**src/rtl/alu_uart_interface_if.sv**
```systemverilog
// Bus between the rx/tx UART pair and the ALU consumer stage.
// The slave side is the ALU stage; the master side is whatever drives rx/tx events.
interface alu_uart_interface_if #(
  parameter int unsigned WIDTH_WORD       = 8,
  parameter int unsigned CANT_BITS_OPCODE = 6
);
  logic                        i_rx_done;
  logic [WIDTH_WORD-1:0]       i_data_rx;
  logic                        i_tx_done;
  logic                        o_tx_start;
  logic [WIDTH_WORD-1:0]       o_data_tx;
  logic [WIDTH_WORD-1:0]       o_data_a;
  logic [WIDTH_WORD-1:0]       o_data_b;
  logic [CANT_BITS_OPCODE-1:0] o_opcode;
  logic                        o_overrun;

  modport master (
    output i_rx_done, i_data_rx, i_tx_done,
    input  o_tx_start, o_data_tx, o_data_a, o_data_b, o_opcode, o_overrun
  );

  modport slave (
    input  i_rx_done, i_data_rx, i_tx_done,
    output o_tx_start, o_data_tx, o_data_a, o_data_b, o_opcode, o_overrun
  );
endinterface

```
**src/rtl/alu_uart_interface.sv**
```systemverilog
// Collects operand A, operand B and opcode from the rx UART, computes the ALU
// result and hands it to the tx UART with a one-cycle start pulse.
module alu_uart_interface #(
  parameter int unsigned WIDTH_WORD       = 8,
  parameter int unsigned CANT_BITS_OPCODE = 6
) (
  input  logic                 i_clock,
  input  logic                 i_reset,
  alu_uart_interface_if.slave  bus
);

  localparam logic [CANT_BITS_OPCODE-1:0] OP_ADD = CANT_BITS_OPCODE'(6'h20);
  localparam logic [CANT_BITS_OPCODE-1:0] OP_SUB = CANT_BITS_OPCODE'(6'h22);
  localparam logic [CANT_BITS_OPCODE-1:0] OP_AND = CANT_BITS_OPCODE'(6'h24);
  localparam logic [CANT_BITS_OPCODE-1:0] OP_OR  = CANT_BITS_OPCODE'(6'h25);
  localparam logic [CANT_BITS_OPCODE-1:0] OP_XOR = CANT_BITS_OPCODE'(6'h26);
  localparam logic [CANT_BITS_OPCODE-1:0] OP_NOR = CANT_BITS_OPCODE'(6'h27);
  localparam logic [CANT_BITS_OPCODE-1:0] OP_SRA = CANT_BITS_OPCODE'(6'h03);
  localparam logic [CANT_BITS_OPCODE-1:0] OP_SRL = CANT_BITS_OPCODE'(6'h02);

  typedef enum logic [2:0] {
    ST_WAIT_A,
    ST_WAIT_B,
    ST_WAIT_OP,
    ST_COMPUTE,
    ST_WAIT_TX
  } state_t;

  state_t                      state_q, state_d;
  logic                        rx_done_q, tx_done_q;
  logic [WIDTH_WORD-1:0]       data_a_q, data_a_d;
  logic [WIDTH_WORD-1:0]       data_b_q, data_b_d;
  logic [CANT_BITS_OPCODE-1:0] opcode_q, opcode_d;
  logic [WIDTH_WORD-1:0]       data_tx_q, data_tx_d;
  logic                        tx_start_q, tx_start_d;
  logic                        overrun_q, overrun_d;
  logic                        accept_c, tx_event_c;
  logic [WIDTH_WORD-1:0]       alu_c;

  // A level held for several cycles counts as a single event.
  assign accept_c   = bus.i_rx_done & ~rx_done_q;
  assign tx_event_c = bus.i_tx_done & ~tx_done_q;

  // Shift amount is the whole B word, so out-of-range shifts saturate to fill bits.
  always_comb begin
    alu_c = '0;
    case (opcode_q)
      OP_ADD: alu_c = data_a_q + data_b_q;
      OP_SUB: alu_c = data_a_q - data_b_q;
      OP_AND: alu_c = data_a_q & data_b_q;
      OP_OR:  alu_c = data_a_q | data_b_q;
      OP_XOR: alu_c = data_a_q ^ data_b_q;
      OP_NOR: alu_c = ~(data_a_q | data_b_q);
      OP_SRA: begin
        if (32'(data_b_q) >= WIDTH_WORD)
          alu_c = {WIDTH_WORD{data_a_q[WIDTH_WORD-1]}};
        else
          alu_c = WIDTH_WORD'($signed(data_a_q) >>> data_b_q);
      end
      OP_SRL: begin
        if (32'(data_b_q) >= WIDTH_WORD)
          alu_c = '0;
        else
          alu_c = data_a_q >> data_b_q;
      end
      default: alu_c = '0;
    endcase
  end

  always_ff @(posedge i_clock) begin
    if (i_reset) begin
      state_q    <= ST_WAIT_A;
      rx_done_q  <= 1'b0;
      tx_done_q  <= 1'b0;
      data_a_q   <= '0;
      data_b_q   <= '0;
      opcode_q   <= '0;
      data_tx_q  <= '0;
      tx_start_q <= 1'b0;
      overrun_q  <= 1'b0;
    end else begin
      state_q    <= state_d;
      rx_done_q  <= bus.i_rx_done;
      tx_done_q  <= bus.i_tx_done;
      data_a_q   <= data_a_d;
      data_b_q   <= data_b_d;
      opcode_q   <= opcode_d;
      data_tx_q  <= data_tx_d;
      tx_start_q <= tx_start_d;
      overrun_q  <= overrun_d;
    end
  end

  // Next-state and next-register values; tx_start defaults low so it pulses once.
  always_comb begin
    state_d    = state_q;
    data_a_d   = data_a_q;
    data_b_d   = data_b_q;
    opcode_d   = opcode_q;
    data_tx_d  = data_tx_q;
    tx_start_d = 1'b0;
    overrun_d  = overrun_q;
    case (state_q)
      ST_WAIT_A: begin
        if (accept_c) begin
          data_a_d = bus.i_data_rx;
          state_d  = ST_WAIT_B;
        end
      end
      ST_WAIT_B: begin
        if (accept_c) begin
          data_b_d = bus.i_data_rx;
          state_d  = ST_WAIT_OP;
        end
      end
      ST_WAIT_OP: begin
        if (accept_c) begin
          opcode_d = bus.i_data_rx[CANT_BITS_OPCODE-1:0];
          state_d  = ST_COMPUTE;
        end
      end
      ST_COMPUTE: begin
        data_tx_d  = alu_c;
        tx_start_d = 1'b1;
        state_d    = ST_WAIT_TX;
        if (accept_c) overrun_d = 1'b1;
      end
      ST_WAIT_TX: begin
        if (accept_c) overrun_d = 1'b1;
        if (tx_event_c) state_d = ST_WAIT_A;
      end
      default: state_d = ST_WAIT_A;
    endcase
  end

  assign bus.o_tx_start = tx_start_q;
  assign bus.o_data_tx  = data_tx_q;
  assign bus.o_data_a   = data_a_q;
  assign bus.o_data_b   = data_b_q;
  assign bus.o_opcode   = opcode_q;
  assign bus.o_overrun  = overrun_q;

endmodule

```
**src/flat_wrapper.sv**
```systemverilog
// flat-port wrapper written by rule: the top's interface ports become plain ports
module alu_uart_interface_flat 
#(
  parameter int unsigned WIDTH_WORD       = 8,
  parameter int unsigned CANT_BITS_OPCODE = 6
)
  (i_clock, i_reset, bus_i_rx_done, bus_i_data_rx, bus_i_tx_done, bus_o_tx_start, bus_o_data_tx, bus_o_data_a, bus_o_data_b, bus_o_opcode, bus_o_overrun);
  alu_uart_interface_if #(.WIDTH_WORD(WIDTH_WORD), .CANT_BITS_OPCODE(CANT_BITS_OPCODE)) bus_i ();
  input  logic i_clock;
  input  logic i_reset;
  input wire logic [$bits(bus_i.i_rx_done)-1:0] bus_i_rx_done;
  input wire logic [$bits(bus_i.i_data_rx)-1:0] bus_i_data_rx;
  input wire logic [$bits(bus_i.i_tx_done)-1:0] bus_i_tx_done;
  output wire logic [$bits(bus_i.o_tx_start)-1:0] bus_o_tx_start;
  output wire logic [$bits(bus_i.o_data_tx)-1:0] bus_o_data_tx;
  output wire logic [$bits(bus_i.o_data_a)-1:0] bus_o_data_a;
  output wire logic [$bits(bus_i.o_data_b)-1:0] bus_o_data_b;
  output wire logic [$bits(bus_i.o_opcode)-1:0] bus_o_opcode;
  output wire logic [$bits(bus_i.o_overrun)-1:0] bus_o_overrun;
  assign bus_i.i_rx_done = bus_i_rx_done;
  assign bus_i.i_data_rx = bus_i_data_rx;
  assign bus_i.i_tx_done = bus_i_tx_done;
  assign bus_o_tx_start = bus_i.o_tx_start;
  assign bus_o_data_tx = bus_i.o_data_tx;
  assign bus_o_data_a = bus_i.o_data_a;
  assign bus_o_data_b = bus_i.o_data_b;
  assign bus_o_opcode = bus_i.o_opcode;
  assign bus_o_overrun = bus_i.o_overrun;
  alu_uart_interface #(.WIDTH_WORD(WIDTH_WORD), .CANT_BITS_OPCODE(CANT_BITS_OPCODE)) u_core (.i_clock(i_clock), .i_reset(i_reset), .bus(bus_i));
endmodule
```
**config.mk**
```make
export PLATFORM = sky130hd
export DESIGN_NAME = alu_uart_interface_flat
export DESIGN_NICKNAME = d
export VERILOG_FILES = /design/src/rtl/alu_uart_interface_if.sv /design/src/rtl/alu_uart_interface.sv /design/src/flat_wrapper.sv
export SDC_FILE = /design/constraint.sdc
export NUM_CORES = 1
export LEC_CHECK = 0
export CORE_UTILIZATION = 48
export CTS_BUF_LIST = sky130_fd_sc_hd__clkbuf_2 sky130_fd_sc_hd__clkbuf_4 sky130_fd_sc_hd__clkbuf_8
export CTS_CLUSTER_SIZE = 24
export DETAILED_ROUTE_END_ITERATION = 7
export PLACE_DENSITY = 0.72
export SETUP_SLACK_MARGIN = 0.02
export SYNTH_ARGS = -nofsm -noshare
export SYNTH_HDL_FRONTEND = slang
export SYNTH_SLANG_ARGS = --single-unit
```
**constraint.sdc**
```tcl
create_clock -name i_clock -period 4.2 [get_ports i_clock]
set_input_delay 0.42 -clock i_clock [delete_from_list [all_inputs] [get_ports i_clock]]
set_output_delay 0.42 -clock i_clock [all_outputs]
set_load 0.01 [all_outputs]
```
==> impl_metrics.ini <==
[hold_path]
worst_hold_path.endpoint = u_core.bus.o_overrun
worst_hold_path_type = flop to flop
min_delay_path_depth = 2
worst_hold_startpoint = u_core.bus.o_overrun

[clock_tree]
number_of_buffers_between_clock_root_and_the_deepest_sink = 2
number_of_clock_buffers_inserted_by_tritoncts = 5
tritoncts_num_sinks = 37
post_cts.resized_instances = 0
ctsHoldBuffers = 0
clock_insertion_delay_worst_skew_ns = 0.30
tritoncts = yes
cts.root.buffer_cell = clkbuf_8
clock_tree.htree_level_count = 2
clkTransAtPathRegs_ns = 0.08
postCtsSetupBuffers = 0

[global_routing]
wire_length_of_the_first_global_routing_pass_um = 13300
largest_net_degree_at_the_start_of_global_routing = 41
antenna_found_initial = 0
grt_remaining_overflow = 0
all_layer_global_routing_usage = 0.273
via_count_of_the_first_global_routing_pass = 2696

[worst_setup_path]
crit-reg2reg-launch = u_core.bus.o_opcode[5]
critical_path_peak_fanout = 8
timing.rr.end = u_core.bus.o_data_tx[7]
cp_data_arrival_time_ns = 3.59
crit_path_end_kind = flop
required_ns = 4.38
setup.worst_path.start_class = flop
timing.reg2reg.setup_slack_ns = 0.80
reg2reg_depth = 11
start_to_end_type_of_the_worst_setup_path = flop to flop

[run_status]
outcome = complete, no violations

[pwr]
ir_worst_vdd_mv = 0.238
p_leak_nw = 1.26
cellPowerDensity_nw_per_um2 = 270

[sta]
setup_violations = 0
timing.final.crit_share = 0.810
rsz0062_at_grt = false
worst_slew_margin_rel = 0.532
fmax_ghz = 0.294
worst-slew-pin-transition_ns = 0.696
timing_max_transition_violations_final = 0
final_critical_delay_including_setup_and_external_delays_ns = 3.40
setup_total_negative_slack_ns = 0
clock-skew-final_ns = 0.00783
finalHoldViolations = 0

[routing]
drt_wl_total_um = 8120
drt_first_pass_iters = 5
detail_route.drc_violations = 0
number_of_nets_with_antenna_violations_after_routing = 0
detailedRoute.firstIterationViolations = 174
post_drt_wl_per_cell_um = 16.8
drt-vias-per-instance = 5.90
vias_after_detailed_routing = 2858

[run]
drv.max_cap_violation_count = 0

[floorplanning]
design.portCount = 44
initial_core_utilization = 0.496
dieWidth_um = 80.0
core.rowCount = 28
die-area_um2 = 6390
core_box_area_um2 = 5890
die_height_um = 80.0

[placement]
dp_hpwl_um = 6040
finalWeightedCongestion = 0.971
dpl_cell_area_um2 = 3390
port_buffers = 43

[finish]
antenna_cells = 0
mostFrequentLayoutCells = a21oi_1 (46), clkdlybuf4s50_1 (43), nand2_1 (37), dfxtp_1 (37), nor2_1 (33)
leading_cell_type_in_the_layout_fill_and_taps_excluded = a21oi_1
design.final.nets = 445
ff_latch_area_um2 = 741
fin_area_um2 = 3500
multiInputGateArea_um2 = 1990
drive_gt1_frac = 0.0733
syn2layout_area_growth_pct = 20.0
fillers = 570

[logic_synthesis]
synth_area_um2 = 2920
yosys_warnings = 0
synthDominantCellAreaShare = 0.254
synth_enable_flop_cells = 0
seq_area_frac_synth = 0.254
syn_avg_cell_area_um2 = 7.80
mapped_cells = 374
dominantRegCellSynth = dfxtp_1
async_reset_ff_frac = 0
synth.ff_latch_count = 37
post_synth_main_area_contributors = dfxtp_1 (25%), ha_1 (10%), a21oi_1 (7.9%)
mappedNetlistNets = 411
synthDistinctLibCells = 50
synthDominantAreaCellType = dfxtp_1
[state kept, by name, summed over array words and instances (netlist names)]
| signal | count |
|---|---|
| u_core.bus.o_opcode | 6 |
| u_core.tx_done_q | 1 |
| u_core.bus.o_data_a | 8 |
| u_core.bus.o_overrun | 1 |
| u_core.bus.o_tx_start | 1 |
| u_core.state_q | 3 |
| u_core.bus.o_data_b | 8 |
| u_core.bus.o_data_tx | 8 |
| u_core.rx_done_q | 1 |
[worst max-delay path, cell delays in order, from the launching register on]
cell and delay, ns:
dfxtp_1 0.46, or4b_4 0.56, nor3b_4 0.35, mux2_2 0.42, inv_1 0.07, ha_1 0.21
nor2b_1 0.14, o31a_1 0.27, or4_1 0.40, a31oi_1 0.20, xnor2_1 0.14, o21ai_1 0.08
[kinds of logic after synthesis]
logic type                 count (synthesis)  synth area share
AOI/OAI and AO/OA                         95             0.195
and+or+nand+nor                          134             0.238
xor gates and xnor gates                  16            0.0506
buffers and inverters                     44            0.0630
DFF                                       37             0.254
muxes                                     23            0.0892
adders and majority gates                 25             0.110
[cell usage after synthesis, types with 4 or more instances]
cell      instances
a21oi_1          46
nand2_1          37
nor3_1            8
xnor2_1          15
o21ai_0          14
a31oi_1           7
nor2b_1           6
nor2_1           33
or4_1             4
o21a_1            4
a22oi_1           4
mux2i_1          17
mux2_2            4
inv_1            22
ha_1             24
nand3_1          22
nand3b_1          5
o22ai_1           4
dfxtp_1          37
clkbuf_1         14
a221oi_1          4
[stage by stage]
step | setup WS (ns) | cells | hold WS [ns] | util | total power [mW]
4_1_cts | 0.807 | 484 | 0.486 | 0.595 | 0.947
5_1_grt | 0.625 | 484 | 0.500 | 0.595 | 0.990
3_3_place_gp | 0.931 | 476 | 0.461 | 0.575 | 0.622
6_report | 0.798 | 484 | 0.481 | 0.595 | 0.944
3_5_place_dp | 0.831 | 476 | 0.462 | 0.575 | 0.630
2_1_floorplan | 0.866 | 374 | 0.479 | - | 0.558
[area by class of cell]
| class | count | share of cell area |
|---|---|---|
| clock buffers | 6 | 0.0218 |
| well taps | 75 | 0.0268 |
| repair buffers | 49 | 0.136 |
| multi-input cells | 293 | 0.569 |
| flip-flops and latches | 37 | 0.212 |
| clock inverters | 2 | 0.0111 |
| inverters | 22 | 0.0236 |
[where the power goes]
part / total, mW / internal (mW) / leakage, nW / switching [mW]
clock network: 0.321 / 0.185 / 0.0588 / 0.136
registers: 0.384 / 0.361 / 0.300 / 0.0234
logic: 0.239 / 0.113 / 0.904 / 0.126
total: 0.944 / 0.659 / 1.26 / 0.285
[routing by layer]
layer  GRT usage  wire, um  share of wire  up-vias
met5           0         0              0        -
met1       0.338      3550           0.44     1359
met3      0.0491       377          0.046       15
met2       0.464      4030           0.50       82
li1            -         -              -     1402
met4       0.109       161          0.020        0
[how the worst max path moves through the flow]
stage	slack, ns	end	cells past startpoint	start
finish	0.80	u_core.bus.o_data_tx[7]	11	u_core.bus.o_opcode[5]
global route	0.62	u_core.bus.o_data_tx[7]	11	u_core.bus.o_opcode[5]
CTS	0.81	u_core.bus.o_data_tx[7]	11	u_core.bus.o_opcode[5]
detailed placement	0.83	u_core.bus.o_data_tx[7]	11	u_core.bus.o_opcode[5]
global placement	0.93	u_core.bus.o_data_tx[7]	11	u_core.bus.o_opcode[5]
floorplan	0.87	u_core.bus.o_data_tx[7]	13	u_core.bus.o_opcode[0]
No activity file was read; power rests on OpenSTA's default activity.
